<file path="config.mk">
export PLATFORM = sky130hd
export DESIGN_NAME = apb_arb2_flat
export DESIGN_NICKNAME = d
export VERILOG_FILES = /design/src/rtl/apb_arb2_if.sv /design/src/rtl/apb_arb2.sv /design/src/flat_wrapper.sv
export SDC_FILE = /design/constraint.sdc
export NUM_CORES = 1
export LEC_CHECK = 0
export BUFFER_PORTS_ARGS = -buffer_cell sky130_fd_sc_hd__buf_2
export CORE_AREA = 2 2 117 119
export CTS_CLUSTER_SIZE = 28
export DETAILED_ROUTE_END_ITERATION = 12
export DIE_AREA = 0 0 119 121
export PLACE_DENSITY_LB_ADDON = 0.08
export SKIP_CTS_REPAIR_TIMING = 1
export SYNTH_ARGS = -nofsm -noshare
export SYNTH_HDL_FRONTEND = slang
export SYNTH_SLANG_ARGS = --single-unit
</file>
<file path="constraint.sdc">
create_clock -name clk -period 3.3 [get_ports clk]
set_clock_uncertainty 0.15 [all_clocks]
set_input_delay 0.66 -clock clk [delete_from_list [all_inputs] [get_ports clk]]
set_output_delay 0.66 -clock clk [all_outputs]
set_load 0.1 [all_outputs]
</file>
<file path="src/rtl/apb_arb2_if.sv">
// apb_arb2_if: the two requester command/response channels and the APB master bus of apb_arb2.
// The master modport is the arbiter's view; slave is the surrounding requesters and APB slave.
interface apb_arb2_if #(
    parameter int ADDR_W = 32,
    parameter int DATA_W = 32
);
    logic              req0_valid, req0_ready, req0_write;
    logic [ADDR_W-1:0] req0_addr;
    logic [DATA_W-1:0] req0_wdata;
    logic              req1_valid, req1_ready, req1_write;
    logic [ADDR_W-1:0] req1_addr;
    logic [DATA_W-1:0] req1_wdata;

    logic              rsp0_valid, rsp0_slverr;
    logic [DATA_W-1:0] rsp0_rdata;
    logic              rsp1_valid, rsp1_slverr;
    logic [DATA_W-1:0] rsp1_rdata;

    logic [ADDR_W-1:0] paddr;
    logic              pwrite, psel, penable, pready, pslverr;
    logic [DATA_W-1:0] pwdata, prdata;

    modport master (
        input  req0_valid, req0_write, req0_addr, req0_wdata,
        input  req1_valid, req1_write, req1_addr, req1_wdata,
        output req0_ready, req1_ready,
        output rsp0_valid, rsp0_rdata, rsp0_slverr,
        output rsp1_valid, rsp1_rdata, rsp1_slverr,
        output paddr, pwrite, pwdata, psel, penable,
        input  pready, prdata, pslverr
    );

    modport slave (
        output req0_valid, req0_write, req0_addr, req0_wdata,
        output req1_valid, req1_write, req1_addr, req1_wdata,
        input  req0_ready, req1_ready,
        input  rsp0_valid, rsp0_rdata, rsp0_slverr,
        input  rsp1_valid, rsp1_rdata, rsp1_slverr,
        input  paddr, pwrite, pwdata, psel, penable,
        output pready, prdata, pslverr
    );
endinterface

</file>
<file path="src/rtl/apb_arb2.sv">
// apb_arb2: round-robin arbiter of two command requesters onto a single APB master port.
// Optional APB_ARB2_TIMEOUT_EN: abort an ACCESS phase after 16 cycles without pready (slverr=1).
module apb_arb2 #(
    parameter int ADDR_W = 32,
    parameter int DATA_W = 32
) (
    input  logic        clk,
    input  logic        aresetn,
    apb_arb2_if.master  bus
);
    typedef enum logic [1:0] {IDLE, SETUP, ACCESS} state_t;

    state_t            state, state_d;
    logic              grant0, grant1, done, timeout;
    logic              last_grant, owner;
    logic [ADDR_W-1:0] paddr_q;
    logic              pwrite_q;
    logic [DATA_W-1:0] pwdata_q, rdata_q;
    logic              slverr_q, rsp0_q, rsp1_q;
`ifdef APB_ARB2_TIMEOUT_EN
    logic [3:0]        wait_cnt;
`endif

    // NOTE: sequential state uses non-blocking assignments so every flop samples pre-edge values.
    always_ff @(posedge clk or negedge aresetn) begin
        if (!aresetn) state <= IDLE;
        else          state <= state_d;
    end

    // NOTE: every signal written here gets a default first, so no path can infer a latch.
    always_comb begin
        state_d = state;
        grant0  = 1'b0;
        grant1  = 1'b0;
        done    = 1'b0;
        timeout = 1'b0;
        case (state)
            IDLE: begin
                // last_grant=1 means req1 won last time, so req0 takes a tie.
                if (aresetn && (bus.req0_valid || bus.req1_valid)) begin
                    grant1  = bus.req1_valid && (!bus.req0_valid || !last_grant);
                    grant0  = !grant1;
                    state_d = SETUP;
                end
            end
            SETUP: state_d = ACCESS;
            ACCESS: begin
                if (bus.pready) begin
                    done    = 1'b1;
                    state_d = IDLE;
                end
`ifdef APB_ARB2_TIMEOUT_EN
                else if (wait_cnt == 4'hF) begin
                    done    = 1'b1;
                    timeout = 1'b1;
                    state_d = IDLE;
                end
`endif
            end
            default: state_d = IDLE;
        endcase
    end

    always_ff @(posedge clk or negedge aresetn) begin
        if (!aresetn) begin
            last_grant <= 1'b1;
            owner      <= 1'b0;
            paddr_q    <= '0;
            pwrite_q   <= 1'b0;
            pwdata_q   <= '0;
            rdata_q    <= '0;
            slverr_q   <= 1'b0;
            rsp0_q     <= 1'b0;
            rsp1_q     <= 1'b0;
        end else begin
            rsp0_q <= done && !owner;
            rsp1_q <= done &&  owner;
            if (grant0 || grant1) begin
                owner      <= grant1;
                last_grant <= grant1;
                paddr_q    <= grant1 ? bus.req1_addr  : bus.req0_addr;
                pwrite_q   <= grant1 ? bus.req1_write : bus.req0_write;
                pwdata_q   <= grant1 ? bus.req1_wdata : bus.req0_wdata;
            end
            if (done) begin
                rdata_q  <= (timeout || pwrite_q) ? '0 : bus.prdata;
                slverr_q <= timeout || bus.pslverr;
            end
        end
    end

`ifdef APB_ARB2_TIMEOUT_EN
    // Cleared during SETUP so it reads zero on the first ACCESS cycle.
    always_ff @(posedge clk or negedge aresetn) begin
        if (!aresetn)              wait_cnt <= '0;
        else if (state == SETUP)   wait_cnt <= '0;
        else if (state == ACCESS)  wait_cnt <= wait_cnt + 4'd1;
    end
`endif

    assign bus.req0_ready  = grant0;
    assign bus.req1_ready  = grant1;
    assign bus.psel        = (state != IDLE);
    assign bus.penable     = (state == ACCESS);
    assign bus.paddr       = paddr_q;
    assign bus.pwrite      = pwrite_q;
    assign bus.pwdata      = pwdata_q;
    assign bus.rsp0_valid  = rsp0_q;
    assign bus.rsp1_valid  = rsp1_q;
    assign bus.rsp0_rdata  = rdata_q;
    assign bus.rsp1_rdata  = rdata_q;
    assign bus.rsp0_slverr = slverr_q;
    assign bus.rsp1_slverr = slverr_q;
endmodule

</file>
<file path="src/flat_wrapper.sv">
// flat-port wrapper written by rule: the top's interface ports become plain ports
module apb_arb2_flat 
#(
    parameter int ADDR_W = 32,
    parameter int DATA_W = 32
)
  (clk, aresetn, bus_req0_valid, bus_req0_write, bus_req0_addr, bus_req0_wdata, bus_req1_valid, bus_req1_write, bus_req1_addr, bus_req1_wdata, bus_req0_ready, bus_req1_ready, bus_rsp0_valid, bus_rsp0_rdata, bus_rsp0_slverr, bus_rsp1_valid, bus_rsp1_rdata, bus_rsp1_slverr, bus_paddr, bus_pwrite, bus_pwdata, bus_psel, bus_penable, bus_pready, bus_prdata, bus_pslverr);
  apb_arb2_if #(.ADDR_W(ADDR_W), .DATA_W(DATA_W)) bus_i ();
  input  logic clk;
  input  logic aresetn;
  input wire logic [$bits(bus_i.req0_valid)-1:0] bus_req0_valid;
  input wire logic [$bits(bus_i.req0_write)-1:0] bus_req0_write;
  input wire logic [$bits(bus_i.req0_addr)-1:0] bus_req0_addr;
  input wire logic [$bits(bus_i.req0_wdata)-1:0] bus_req0_wdata;
  input wire logic [$bits(bus_i.req1_valid)-1:0] bus_req1_valid;
  input wire logic [$bits(bus_i.req1_write)-1:0] bus_req1_write;
  input wire logic [$bits(bus_i.req1_addr)-1:0] bus_req1_addr;
  input wire logic [$bits(bus_i.req1_wdata)-1:0] bus_req1_wdata;
  output wire logic [$bits(bus_i.req0_ready)-1:0] bus_req0_ready;
  output wire logic [$bits(bus_i.req1_ready)-1:0] bus_req1_ready;
  output wire logic [$bits(bus_i.rsp0_valid)-1:0] bus_rsp0_valid;
  output wire logic [$bits(bus_i.rsp0_rdata)-1:0] bus_rsp0_rdata;
  output wire logic [$bits(bus_i.rsp0_slverr)-1:0] bus_rsp0_slverr;
  output wire logic [$bits(bus_i.rsp1_valid)-1:0] bus_rsp1_valid;
  output wire logic [$bits(bus_i.rsp1_rdata)-1:0] bus_rsp1_rdata;
  output wire logic [$bits(bus_i.rsp1_slverr)-1:0] bus_rsp1_slverr;
  output wire logic [$bits(bus_i.paddr)-1:0] bus_paddr;
  output wire logic [$bits(bus_i.pwrite)-1:0] bus_pwrite;
  output wire logic [$bits(bus_i.pwdata)-1:0] bus_pwdata;
  output wire logic [$bits(bus_i.psel)-1:0] bus_psel;
  output wire logic [$bits(bus_i.penable)-1:0] bus_penable;
  input wire logic [$bits(bus_i.pready)-1:0] bus_pready;
  input wire logic [$bits(bus_i.prdata)-1:0] bus_prdata;
  input wire logic [$bits(bus_i.pslverr)-1:0] bus_pslverr;
  assign bus_i.req0_valid = bus_req0_valid;
  assign bus_i.req0_write = bus_req0_write;
  assign bus_i.req0_addr = bus_req0_addr;
  assign bus_i.req0_wdata = bus_req0_wdata;
  assign bus_i.req1_valid = bus_req1_valid;
  assign bus_i.req1_write = bus_req1_write;
  assign bus_i.req1_addr = bus_req1_addr;
  assign bus_i.req1_wdata = bus_req1_wdata;
  assign bus_req0_ready = bus_i.req0_ready;
  assign bus_req1_ready = bus_i.req1_ready;
  assign bus_rsp0_valid = bus_i.rsp0_valid;
  assign bus_rsp0_rdata = bus_i.rsp0_rdata;
  assign bus_rsp0_slverr = bus_i.rsp0_slverr;
  assign bus_rsp1_valid = bus_i.rsp1_valid;
  assign bus_rsp1_rdata = bus_i.rsp1_rdata;
  assign bus_rsp1_slverr = bus_i.rsp1_slverr;
  assign bus_paddr = bus_i.paddr;
  assign bus_pwrite = bus_i.pwrite;
  assign bus_pwdata = bus_i.pwdata;
  assign bus_psel = bus_i.psel;
  assign bus_penable = bus_i.penable;
  assign bus_i.pready = bus_pready;
  assign bus_i.prdata = bus_prdata;
  assign bus_i.pslverr = bus_pslverr;
  apb_arb2 #(.ADDR_W(ADDR_W), .DATA_W(DATA_W)) u_core (.clk(clk), .aresetn(aresetn), .bus(bus_i));
endmodule
</file>
==> impl_results.md, run 1 <==
* Run status: complete, no violations
* Unique masters post-synth at 26
* Unrepaired setup endpoints after global routing: no
* Starting Density at 0.392
* Antenna viol nets, final at 0
* Wire per inst at 16.4 um
* Data required time at the worst endpoint at 2.49 ns
* Crit Path Category: input port to output pin
* Final layout net count at 909
* Number of buffer cells added on primary ports at 304
* Count of pins on the block boundary at 305
* Critical path peak fanout at 10
* Final count of pins violating max slew at 0
* Critical path endpoint category: output pin
* Delay-heaviest family, CP: buffers and inverters
* Min Tclk post-route at 3.08 ns
* Die height at 121 um
* Hold Vio Cnt, Final at 0
* Fmax at 0.324 GHz
* Detail Placement HPWL at 10800 um
* Number of diodes at 0
* Setup total negative slack at 0 ns
* Global Route met2 Usage at 0.356
* Max Buffers Root-to-Sink at 2
* Count of state elements after synthesis at 104
* Fraction of final layout cells with drive strength greater than 1 at 0.503
* Clock transition at the register clock pins on the worst setup and hold paths after CTS at 0.07 ns
* Slew Limit Headroom at 0.352
* H-tree depth reported by CTS at 3
* Via count of the first global-routing pass at 4566
* CTS tree: done
* Critical Path Slowest Stage Cell: sky130_fd_sc_hd__dlygate4sd3_1
* Global Route met3 Usage at 0.0512
* Final setup fails at 0
* Number of antenna violations at the first check in global routing at 0
* Commonest cells after routing, fill and taps aside: sky130_fd_sc_hd__buf_2 (301), sky130_fd_sc_hd__dfrtp_1 (103), sky130_fd_sc_hd__nand2_1 (98)
* Cell Rows at 42
* Total of warnings raised by yosys at 0
* Drt initial violations at 292
* Cell-by-cell listing of the critical path: dlygate4sd3_1 -> buf_4 -> or3b_4 -> nor3b_4 -> buf_12
* GRT busiest layer: met2
* Vias/cell at 5.05
* Length of the first detailed-routing pass in iterations at 4
* GRT Util Overall at 0.207
* Synthesized area per cell at 10.4 um2
* Pin count of the biggest net entering global routing at 68
* Clk sink count at 104
* Highest cell delay on the worst timing path at 0.53 ns
* Total global routing overflow at 0
* Wire length of the first global-routing pass at 23600 um
* Hold crit path type: flop to flop
* Met1 Track Usage GR at 0.255
* Pin slew with the least headroom to its limit at 0.971 ns
* Most common library cell in the layout ignoring fill and taps: sky130_fd_sc_hd__buf_2
* Final routed wirelength across all metal layers at 15200 um
* Startpoint class of the critical path: input port
* Net count of the mapped netlist at 662
* Crit share post-route at 0.934
* Arrival time reported for the critical path endpoint at 2.27 ns
* Max_cap viols at 0
* Buffering stage count on the worst path with inverters included at 3
* Die span in x at 119 um
* Cell count after synthesis at 494
* Synthesized area at 0.00513 mm2
* Clk Latency, worst-skew pair at 0.34 ns
* Area growth from synthesis to layout at 32.7%
* Number of clock buffers inserted by TritonCTS at 9
* Post-detailed-route DRC marker count at 0
* Master cell of the clock root buffer: sky130_fd_sc_hd__clkbuf_16
* Final Wtd Congestion at 0.775
* Area of the core region at 0.0131 mm2
* Total Die Area at 0.0144 mm2
* Via total after detailed routing at 4659
* Fraction of the yosys area taken by sequential cells at 0.508
[cells by family after synthesis]
family / share of synthesized area
AND/OR/NAND/NOR: 0.231
flip-flops: 0.508
AO/OA/AOI/OAI: 0.161
buffers and inverters: 0.0962
multiplexers: 0.00415
[per-stage QoR]
step	worst slack [ns]	instance area (um2)	std cells	utilization	hold slack [ns]
after floorplan	0.300	5130	494	-	0.214
after global placement	0.775	6530	905	0.499	0.270
after detailed placement	0.754	6530	905	0.499	0.262
after CTS	0.750	6790	921	0.519	-0.0286
after global routing	0.149	6800	922	0.520	0.303
final	0.218	6800	922	0.520	0.271
[worst paths after layout]
kind                                  from               endpoint  slack, ns  cells past startpoint
hold / removal                u_core.owner  u_core.bus.rsp0_valid       0.27                      1
max in group asynchronous          aresetn        u_core.state[0]       0.95                      4
hold reg to reg               u_core.owner  u_core.bus.rsp0_valid       0.27                      1
min in group asynchronous          aresetn  u_core.bus.rsp0_valid       0.53                      2
setup reg to reg           u_core.state[0]   u_core.bus.paddr[11]       1.19                      4
setup / recovery                   aresetn         bus_req0_ready       0.22                      5
[registers in the layout (all words and copies together) (netlist names)]
name                    cells
u_core.last_grant           1
u_core.bus.pwrite           1
u_core.bus.rsp1_valid       1
u_core.bus.paddr           32
u_core.bus.pwdata          32
u_core.state                2
u_core.bus.rsp0_slverr      1
u_core.bus.rsp0_valid       1
u_core.owner                1
u_core.bus.rsp0_rdata      32
[Yosys cell counts]
| cell type | count | area [um2] |
|---|---|---|
| sky130_fd_sc_hd__nor3b_4 | 1 | 18.8 |
| sky130_fd_sc_hd__nor2_1 | 2 | 7.51 |
| sky130_fd_sc_hd__nor3_1 | 26 | 130 |
| sky130_fd_sc_hd__a21oi_1 | 2 | 10.0 |
| sky130_fd_sc_hd__clkbuf_1 | 22 | 82.6 |
| sky130_fd_sc_hd__or2_2 | 1 | 6.26 |
| sky130_fd_sc_hd__mux2_2 | 1 | 11.3 |
| sky130_fd_sc_hd__buf_1 | 2 | 7.51 |
| sky130_fd_sc_hd__dfrtp_1 | 103 | 2580 |
| sky130_fd_sc_hd__nor3b_2 | 1 | 12.5 |
| sky130_fd_sc_hd__or3b_4 | 1 | 11.3 |
| sky130_fd_sc_hd__buf_4 | 34 | 255 |
| sky130_fd_sc_hd__nand2_1 | 98 | 368 |
| sky130_fd_sc_hd__o21ai_0 | 23 | 115 |
| sky130_fd_sc_hd__buf_2 | 16 | 80.1 |
| sky130_fd_sc_hd__mux2i_1 | 1 | 10.0 |
| sky130_fd_sc_hd__nor3_2 | 39 | 390 |
| sky130_fd_sc_hd__a221o_1 | 65 | 651 |
| sky130_fd_sc_hd__buf_6 | 5 | 56.3 |
| sky130_fd_sc_hd__inv_1 | 3 | 11.3 |
| sky130_fd_sc_hd__nand3b_1 | 1 | 7.51 |
| sky130_fd_sc_hd__dfstp_2 | 1 | 26.3 |
| sky130_fd_sc_hd__nand2b_1 | 33 | 206 |
| sky130_fd_sc_hd__and3_4 | 1 | 11.3 |
| sky130_fd_sc_hd__o21ai_1 | 10 | 50.1 |
| sky130_fd_sc_hd__nor2b_1 | 2 | 12.5 |
[routing by layer]
| metal | vias to the layer above | share of wire |
|---|---|---|
| li1 | 2212 | - |
| met1 | 2223 | 0.41 |
| met2 | 207 | 0.50 |
| met3 | 17 | 0.073 |
| met4 | 0 | 0.019 |
| met5 | - | 0 |
[final cells by class]
| cell class | count | area (um2) |
|---|---|---|
| fillers | 1255 | 6280 |
| flip-flops and latches | 104 | 2600 |
| multi-input cells | 308 | 2050 |
| repair buffers | 315 | 1650 |
| clock buffers | 13 | 250 |
| well taps | 176 | 220 |
| clock inverters | 3 | 17.5 |
| inverters | 3 | 11.3 |
Power of run 1 is left out: the tool's default activity adds up to more than one toggle a clock period on the data nets, which glitch-free logic cannot reach.
==> run 2: changes to the inputs <==
--- a/config.mk
+++ b/config.mk
@@ -11,6 +11,7 @@
 export DETAILED_ROUTE_END_ITERATION = 12
 export DIE_AREA = 0 0 119 121
 export PLACE_DENSITY_LB_ADDON = 0.08
+export REMOVE_ABC_BUFFERS = 1
 export SKIP_CTS_REPAIR_TIMING = 1
 export SYNTH_ARGS = -nofsm -noshare
 export SYNTH_HDL_FRONTEND = slang
==> run 2 against run 1 <==
Effect of this change: via count is 0.56% lower; highest routed layer unchanged; non-clock buffer count is 1 lower; register-to-register slack worse by 0.06 ns; critical path type is now flop to output pin; count of clock-buffer cells in the layout is 2 lower; hold slack worse by 0.057 ns; critical path depth is 2 lower.
==> impl_results.md, run 2 (synthesized netlist as in run 1, its figures left out) <==
* Hold crit path type: input port to asynchronous set/reset pin
* Wire per inst at 17.1 um (+3.9%)
* Final routed wirelength across all metal layers at 15700 um (+3.8%)
* Critical path endpoint category: output pin
* CTS tree: done
* Hold Vio Cnt, Final at 0 (unchanged)
* Fmax at 0.393 GHz (+21%)
* Area of all placed cells without fillers at 0.00681 mm2 (about the same)
* Area of the multi-input gates at 0.00205 mm2 (unchanged)
* Wire length of the first global-routing pass at 24500 um (+3.9%)
* Fraction of final layout cells with drive strength greater than 1 at 0.507 (+0.00470)
* Count of pins on the block boundary at 305 (unchanged)
* Filler Cells Inserted at 1241 (-1.1%)
* Die height at 121 um (unchanged)
* Vias/cell at 5.03 (-0.45%)
* Number of clock buffers inserted by TritonCTS at 9 (unchanged)
* Die span in x at 119 um (unchanged)
* Most common library cell in the layout ignoring fill and taps: sky130_fd_sc_hd__buf_2
* Final Wtd Congestion at 0.778 (+0.46%)
* Via count of the first global-routing pass at 4555 (-0.24%)
* Dpl cells at 905 (unchanged)
* Detail Placement HPWL at 11200 um (+3.8%)
* Area growth from synthesis to layout at 32.8% (about the same)
* Number of diodes at 0 (unchanged)
* Cell Rows at 42 (unchanged)
* Drt initial violations at 222 (-24%)
* Final layout net count at 908 (-0.11%)
* Post-detailed-route DRC marker count at 0 (unchanged)
* Final count of pins violating max slew at 0 (unchanged)
* Max_cap viols at 0 (unchanged)
* Run status: complete, no violations
* Via total after detailed routing at 4633 (-0.56%)
* GRT Util Overall at 0.216 (+0.00933)
* Total Die Area at 0.0144 mm2 (unchanged)
* Pin count of the biggest net entering global routing at 68 (unchanged)
* Dpl cell area at 0.00653 mm2 (unchanged)
* Fin worst setup slack at 0.757 ns (+0.539 ns)
* Total global routing overflow at 0 (unchanged)
* Crit share post-route at 0.771 (-0.163)
* Clk Latency, worst-skew pair at 0.34 ns (about the same)
* Length of the first detailed-routing pass in iterations at 4 (unchanged)
* Clock transition at the register clock pins on the worst setup and hold paths after CTS at 0.07 ns (about the same)
* Arrival time reported for the critical path endpoint at 1.73 ns (-0.54 ns)
* Starting Density at 0.392 (unchanged)
* Pin slew with the least headroom to its limit at 0.930 ns (-0.0415 ns)
* Number of antenna violations at the first check in global routing at 0 (unchanged)
* Area of the core region at 0.0131 mm2 (unchanged)
* Commonest cells after routing, fill and taps aside: sky130_fd_sc_hd__buf_2 (301), sky130_fd_sc_hd__dfrtp_1 (103), sky130_fd_sc_hd__nand2_1 (98)
* Data required time at the worst endpoint at 2.49 ns (about the same)
* Non-filler instance count after layout at 921 (-0.11%)
* Unrepaired setup endpoints after global routing: no
* Sequential standard cell area at 0.00260 mm2 (unchanged)
* H-tree depth reported by CTS at 3 (unchanged)
* Crit Path Category: flop to output pin
* Worst-case setup slack after placement at 0.729 ns (-0.0250 ns)
* Final setup fails at 0 (unchanged)
* Min Tclk post-route at 2.54 ns (-0.539 ns)
* Slew Limit Headroom at 0.380 (+0.0277)
* Startpoint class of the critical path: flop
* Clk sink count at 104 (unchanged)
* Master cell of the clock root buffer: sky130_fd_sc_hd__clkbuf_16
* Setup total negative slack at 0 ns (unchanged)
* Antenna viol nets, final at 0 (unchanged)
* Number of buffer cells added on primary ports at 304 (unchanged)
* Max Buffers Root-to-Sink at 2 (unchanged)
* Critical path peak fanout at 6 (-4)
-- run 2: cell types whose count changed in the layout (fill, tap and decap cells not counted), sizes merged --
cell / previous run / this run
clkbuf: 13 / 11
clkinv: 2 / 4
dlygate4sd3: 1 / 0
-- run 2: worst max-delay path, cell delays in order, from the launching register on --
cell,delay [ns]
sky130_fd_sc_hd__dfrtp_1,0.45
sky130_fd_sc_hd__or3b_4,0.44
sky130_fd_sc_hd__nor3b_4,0.29
sky130_fd_sc_hd__buf_12,0.22
-- run 2: final timing paths --
check                                   endpoint  cells after the start  slack (ns)       startpoint
max                               bus_req0_ready                      3        0.76  u_core.state[0]
min                              u_core.state[0]                      2        0.21          aresetn
max reg2reg                u_core.bus.pwdata[22]                      4        1.13  u_core.state[0]
min reg2reg                u_core.bus.rsp0_valid                      1        0.27     u_core.owner
max in group asynchronous   u_core.bus.pwdata[4]                      2        2.41          aresetn
min in group clk           u_core.bus.rsp0_valid                      1        0.27     u_core.owner
-- run 2: layout make-up --
class / instances / share of cell area
sequential: 104 / 0.382
multi-input combinational: 308 / 0.301
timing repair buffer: 314 / 0.241
clock buffer: 11 / 0.0371
tap: 176 / 0.0323
clock inverter: 5 / 0.00459
inverter: 3 / 0.00165
-- run 2: through the flow --
stage / util / hold WS, ns
2_1_floorplan: - / 0.214
3_3_place_gp: 0.499 / 0.263
3_5_place_dp: 0.499 / 0.265
4_1_cts: 0.520 / 0.229
5_1_grt: 0.520 / 0.242
6_report: 0.520 / 0.214
-- run 2: layer usage --
| metal | up-vias | track usage | share of wire |
|---|---|---|---|
| li1 | 2208 | - | - |
| met1 | 2189 | 0.275 | 0.41 |
| met2 | 216 | 0.367 | 0.50 |
| met3 | 20 | 0.0493 | 0.072 |
| met4 | 0 | 0.0685 | 0.018 |
| met5 | - | 0 | 0 |
Power of run 2 is left out for the same reason.
